$ cat src/rtl/fmul.sv
// fmul: 3-cycle pipelined IEEE-754 binary32 multiplier with flush-to-zero inputs and outputs.
// Define FMUL_ROUND_EN for round-to-nearest-even; without it the product mantissa is truncated.
module fmul (
  input  logic        clk,
  input  logic        rstn,
  input  logic [31:0] op1,
  input  logic [31:0] op2,
  input  logic        valid_in,
  output logic [31:0] result,
  output logic        ready
);

  logic [2:0]        valid_q, valid_d;
  logic [31:0]       result_q, result_d;
  logic              ready_q, ready_d;

  logic              sign1_q, sign1_d;
  logic              zero1_q, zero1_d;
  logic signed [9:0] exp1_q, exp1_d;
  logic [35:0]       prodLo1_q, prodLo1_d;
  logic [35:0]       prodHi1_q, prodHi1_d;

  logic              sign2_q, sign2_d;
  logic              zero2_q, zero2_d;
  logic signed [9:0] exp2_q, exp2_d;
  logic [47:0]       prod2_q, prod2_d;

  logic              sign3_q, sign3_d;
  logic              zero3_q, zero3_d;
  logic signed [9:0] exp3_q, exp3_d;
  logic [22:0]       mant3_q, mant3_d;
`ifdef FMUL_ROUND_EN
  logic              guard3_q, guard3_d;
  logic              sticky3_q, sticky3_d;
  logic              roundUp;
  logic [23:0]       mantRounded;
`endif

  logic [23:0]       man1, man2;
  logic [22:0]       mantFinal;
  logic signed [9:0] expFinal;
  logic [31:0]       packed_res;

  // Stage 1: unpack operands, add biased exponents, form the two 12-bit partial products.
  always_comb begin
    man1      = (op1[30:23] == 8'd0) ? 24'd0 : {1'b1, op1[22:0]};
    man2      = (op2[30:23] == 8'd0) ? 24'd0 : {1'b1, op2[22:0]};
    sign1_d   = op1[31] ^ op2[31];
    zero1_d   = (op1[30:23] == 8'd0) || (op2[30:23] == 8'd0);
    exp1_d    = $signed({2'b00, op1[30:23]}) + $signed({2'b00, op2[30:23]}) - 10'sd127;
    prodLo1_d = 36'(man1) * 36'(man2[11:0]);
    prodHi1_d = 36'(man1) * 36'(man2[23:12]);
  end

  // Stage 2: recombine the partial products into the full 48-bit product.
  always_comb begin
    sign2_d = sign1_q;
    zero2_d = zero1_q;
    exp2_d  = exp1_q;
    prod2_d = ({12'd0, prodHi1_q} << 12) + {12'd0, prodLo1_q};
  end

  // Stage 3: normalise so the leading one sits just above the 23 stored mantissa bits.
  always_comb begin
    sign3_d = sign2_q;
    zero3_d = zero2_q;
    if (prod2_q[47]) begin
      mant3_d = prod2_q[46:24];
      exp3_d  = exp2_q + 10'sd1;
    end else begin
      mant3_d = prod2_q[45:23];
      exp3_d  = exp2_q;
    end
`ifdef FMUL_ROUND_EN
    guard3_d  = prod2_q[47] ? prod2_q[23] : prod2_q[22];
    sticky3_d = prod2_q[47] ? (|prod2_q[22:0]) : (|prod2_q[21:0]);
`endif
  end

  // Output stage: round (or truncate), then clamp to zero / infinity and pack.
  always_comb begin
`ifdef FMUL_ROUND_EN
    roundUp     = guard3_q & (sticky3_q | mant3_q[0]);
    mantRounded = {1'b0, mant3_q} + {23'd0, roundUp};
    mantFinal   = mantRounded[22:0];
    expFinal    = exp3_q + $signed({9'd0, mantRounded[23]});
`else
    mantFinal   = mant3_q;
    expFinal    = exp3_q;
`endif
    if (zero3_q)
      packed_res = {sign3_q, 31'd0};
    else if (expFinal >= 10'sd255)
      packed_res = {sign3_q, 8'hFF, 23'd0};
    else if (expFinal <= 10'sd0)
      packed_res = {sign3_q, 31'd0};
    else
      packed_res = {sign3_q, expFinal[7:0], mantFinal};

    valid_d  = {valid_q[1:0], valid_in};
    ready_d  = valid_q[2];
    result_d = valid_q[2] ? packed_res : result_q;
  end

  always_ff @(posedge clk) begin
    if (!rstn) begin
      valid_q  <= 3'd0;
      ready_q  <= 1'b0;
      result_q <= 32'd0;
    end else begin
      valid_q  <= valid_d;
      ready_q  <= ready_d;
      result_q <= result_d;
    end
  end

  // Datapath registers need no reset; the valid chain decides which slots matter.
  always_ff @(posedge clk) begin
    sign1_q   <= sign1_d;
    zero1_q   <= zero1_d;
    exp1_q    <= exp1_d;
    prodLo1_q <= prodLo1_d;
    prodHi1_q <= prodHi1_d;
    sign2_q   <= sign2_d;
    zero2_q   <= zero2_d;
    exp2_q    <= exp2_d;
    prod2_q   <= prod2_d;
    sign3_q   <= sign3_d;
    zero3_q   <= zero3_d;
    exp3_q    <= exp3_d;
    mant3_q   <= mant3_d;
`ifdef FMUL_ROUND_EN
    guard3_q  <= guard3_d;
    sticky3_q <= sticky3_d;
`endif
  end

  assign result = result_q;
  assign ready  = ready_q;

endmodule

$ cat config.mk
export PLATFORM = sky130hd
export DESIGN_NAME = fmul
export DESIGN_NICKNAME = d
export VERILOG_FILES = /design/src/rtl/fmul.sv
export SDC_FILE = /design/constraint.sdc
export NUM_CORES = 2
export LEC_CHECK = 0
export ABC_AREA = 1
export CAP_MARGIN = 5
export CORE_AREA = 8 8 176 244
export DETAILED_ROUTE_END_ITERATION = 8
export DIE_AREA = 0 0 184 252
export HOLD_SLACK_MARGIN = 0.06
export MAX_ROUTING_LAYER = met4
export PLACE_DENSITY = 0.84
export SYNTH_ARGS = -nofsm -noshare
export SYNTH_HDL_FRONTEND = slang
export SYNTH_SLANG_ARGS = --single-unit
$ cat constraint.sdc
create_clock -name clk -period 16.71 [get_ports clk]
set_input_delay 3.342 -clock clk [delete_from_list [all_inputs] [get_ports clk]]
set_output_delay 3.342 -clock clk [all_outputs]
set_load 0.03 [all_outputs]
==> results.cfg <==
[synthesis]
netlist_area_sq_um = 25200
synth_edf_count = 0
synth_xor_area_share_pct = 2.75
synth_top_family_by_area = adder cells
ys_warn_count = 0
synth_top_area_share_pct = 35.0
synth_ff_type = dfxtp_1
synthSimpleGateAreaFrac_pct = 19.5
ys_top_cells_by_area = fa_1 (35%), dfxtp_1 (14%), inv_1 (11%)
ys_async_sr_fraction_pct = 0
synth-compound-area-share_pct = 6.45
synthesis.nets = 3902
synth.distinct_cells = 52
synthMuxAreaShare_pct = 0.0895
syn_inst = 3212
synth-seq-cells = 180
ys_seq_area_share_pct = 14.3
yosys.area.top_type = fa_1
synth-adder-area-share_pct = 44.1
syn_area_per_cell_sq_um = 7.83

[layout]
final_common_cell = inv_1
post_layout_nonfiller_instances = 3820
layout.nets = 3969
fin_util_pct = 69.5
final_layout_size_suffix_gt1_share_pct = 3.83
antenna_cells = 0
most-common-layout-cells = inv_1 (752), nand2_1 (682), fa_1 (440), nor2_1 (378), ha_1 (183)
syn_to_final_growth_pct = 8.17

[critical_path]
arrival_ps = 10500
start_kind = input port
reg2regPathDepth = 11
timing.critical_path.from = op1[26]
crit_fanout = 35
regToRegSetupSlack_ps = 14360
r2r_end = prod2_q[44]
cp_data_required_time_ps = 17050
r2r_start = prodLo1_q[14]
crit_type = in2reg
cp-end-kind = flip-flop
endpoint = prodLo1_q[30]

[timing]
setup-tns-final_ps = 0
max_slew.worst_pin.slew_ps = 1220
clock.fmax_mhz = 98.4
slew_viol_final = 0
max_slew_margin_pct = 18.3
skew_ps = 9.18
finalHoldViolations = 0
setup_viol = 0
timing.final.crit_period_ps = 10160
finalCritPeriodShare_pct = 60.8
rsz0062_at_grt = false

[clocking]
cts_resized = 0
clock-sinks = 180
cts_tree = yes
path_clk_slew_ps = 70
cts_root_buf = clkbuf_16
clk_latency_ps = 440
htree_levels = 4
cts_setup_buffers = 0
cts_buffer_depth = 2
cts_buffers = 17
holdBufCountCts = 0

[grt]
antenna_found_initial = 0
grt_max_degree = 52
first_global_vias = 23000
overflow = 0
grt_util_all_layers_pct = 34.8
grt_pass1_wl_mm = 121

[die]
initial_core_util_pct = 64.2
fp-row-count = 86
die_h_um = 252
io_pins = 100
dieArea_sq_um = 46400
coreArea_sq_um = 39200
die_w_um = 184

[routing]
wl_per_cell_um = 20.1
routed_wl_mm = 76.8
drt-pass1-iter-count = 6
antenna_left = 0
drt-initial-drc-count = 1684
drc_errors = 0
dr_total_vias = 21400
vias_per_cell = 5.60

[place]
io_buffers = 99
gp_congestion = 1.07
hpwlAfterDp_mm = 64.1
dp.cells = 3788

[run_status]
status = finished, final reports clean

[run]
maxCapViolCount = 0

[hold_path]
min_path_type = reg2reg
-- metrics by stage --
step           hold slack (ps)  cell area, sq um  setup WS [ps]
4_1_cts                    329             27200           6660
6_report                   327             27200           6550
3_5_place_dp               314             26700           6220
3_3_place_gp               312             26700           6330
5_1_grt                    334             27200           6240
2_1_floorplan              310             25200           8420
-- cell usage after synthesis (6+ instances only) --
master / count
clkbuf_1: 28
o21ai_0: 53
nand2_2: 7
inv_1: 752
a21o_1: 11
xnor2_1: 21
nor2_1: 387
a21oi_1: 122
nor2_2: 20
ha_1: 183
dfxtp_1: 180
buf_2: 35
nand4_1: 14
nand2_1: 682
inv_2: 14
a22oi_1: 23
o21ai_1: 22
nor2_4: 7
a31oi_1: 7
nand3_1: 56
xor2_1: 58
fa_1: 440
nor3_1: 21
clkinv_1: 6
o21bai_1: 9
-- cell families (layout without fill, tap and decap cells) --
| kind of cell | count (synthesis) | after routing |
|---|---|---|
| adders and majority gates | 623 | 623 |
| buffers and inverters | 841 | 921 |
| xor gates and xnor gates | 79 | 79 |
| DFF | 180 | 180 |
| and+or+nand+nor | 1210 | 1210 |
| AOI/OAI and AO/OA | 277 | 277 |
| muxes | 2 | 2 |
-- sequential cells by signal (all words and copies together), names as in the netlist, 3 cells and up --
register / flops
prod2_q: 25
result: 32
exp1_q: 10
mant3_q: 23
prodHi1_q: 36
exp2_q: 10
exp3_q: 10
valid_q: 3
prodLo1_q: 24
-- worst min-delay path by stage --
stage               startpoint        end  slack, ps  depth (start not counted)
CTS                    sign2_q    sign3_q        330                          0
floorplan            exp1_q[0]  exp2_q[0]        310                          0
detailed placement     zero2_q    zero3_q        310                          0
global placement     exp1_q[6]  exp2_q[6]        310                          0
finish               exp1_q[0]  exp2_q[0]        330                          0
global route           zero2_q    zero3_q        330                          0
-- cell type report --
cell class | count | area, sq um
multi-input combinational | 2191 | 18400
fill | 3368 | 12000
sequential | 180 | 3600
inverter | 772 | 2900
timing repair buffer | 117 | 1130
tap | 528 | 661
clock buffer | 19 | 443
clock inverter | 13 | 113
-- critical path: stages --
cell and delay, ps:
clkdlybuf4s50_1 490, nor2_1 60, nand2_2 110, nor2_8 50
buf_4 280, nor2_4 270, inv_2 220, nor2_2 960
inv_1 250, nor2_1 210, fa_1 520, fa_1 540
fa_1 430, fa_1 490, inv_1 50, fa_1 560
inv_1 60, ha_1 370, nand2_1 110, o21ai_0 350
a21oi_1 150, o21bai_1 160, a21oi_1 80, nand2_1 100
xor2_1 210
-- routing by layer --
layer  track usage, %  vias up  routed length [um]
met2             59.3     1076               37900
met5                -        -                   0
met4             21.0        0                5440
li1                 -     9636                   -
met3             5.34      284                6170
met1             38.0    10400               27300
Power is not shown: default switching activity piles up to over one toggle a cycle in this logic, so the estimate is an artifact.
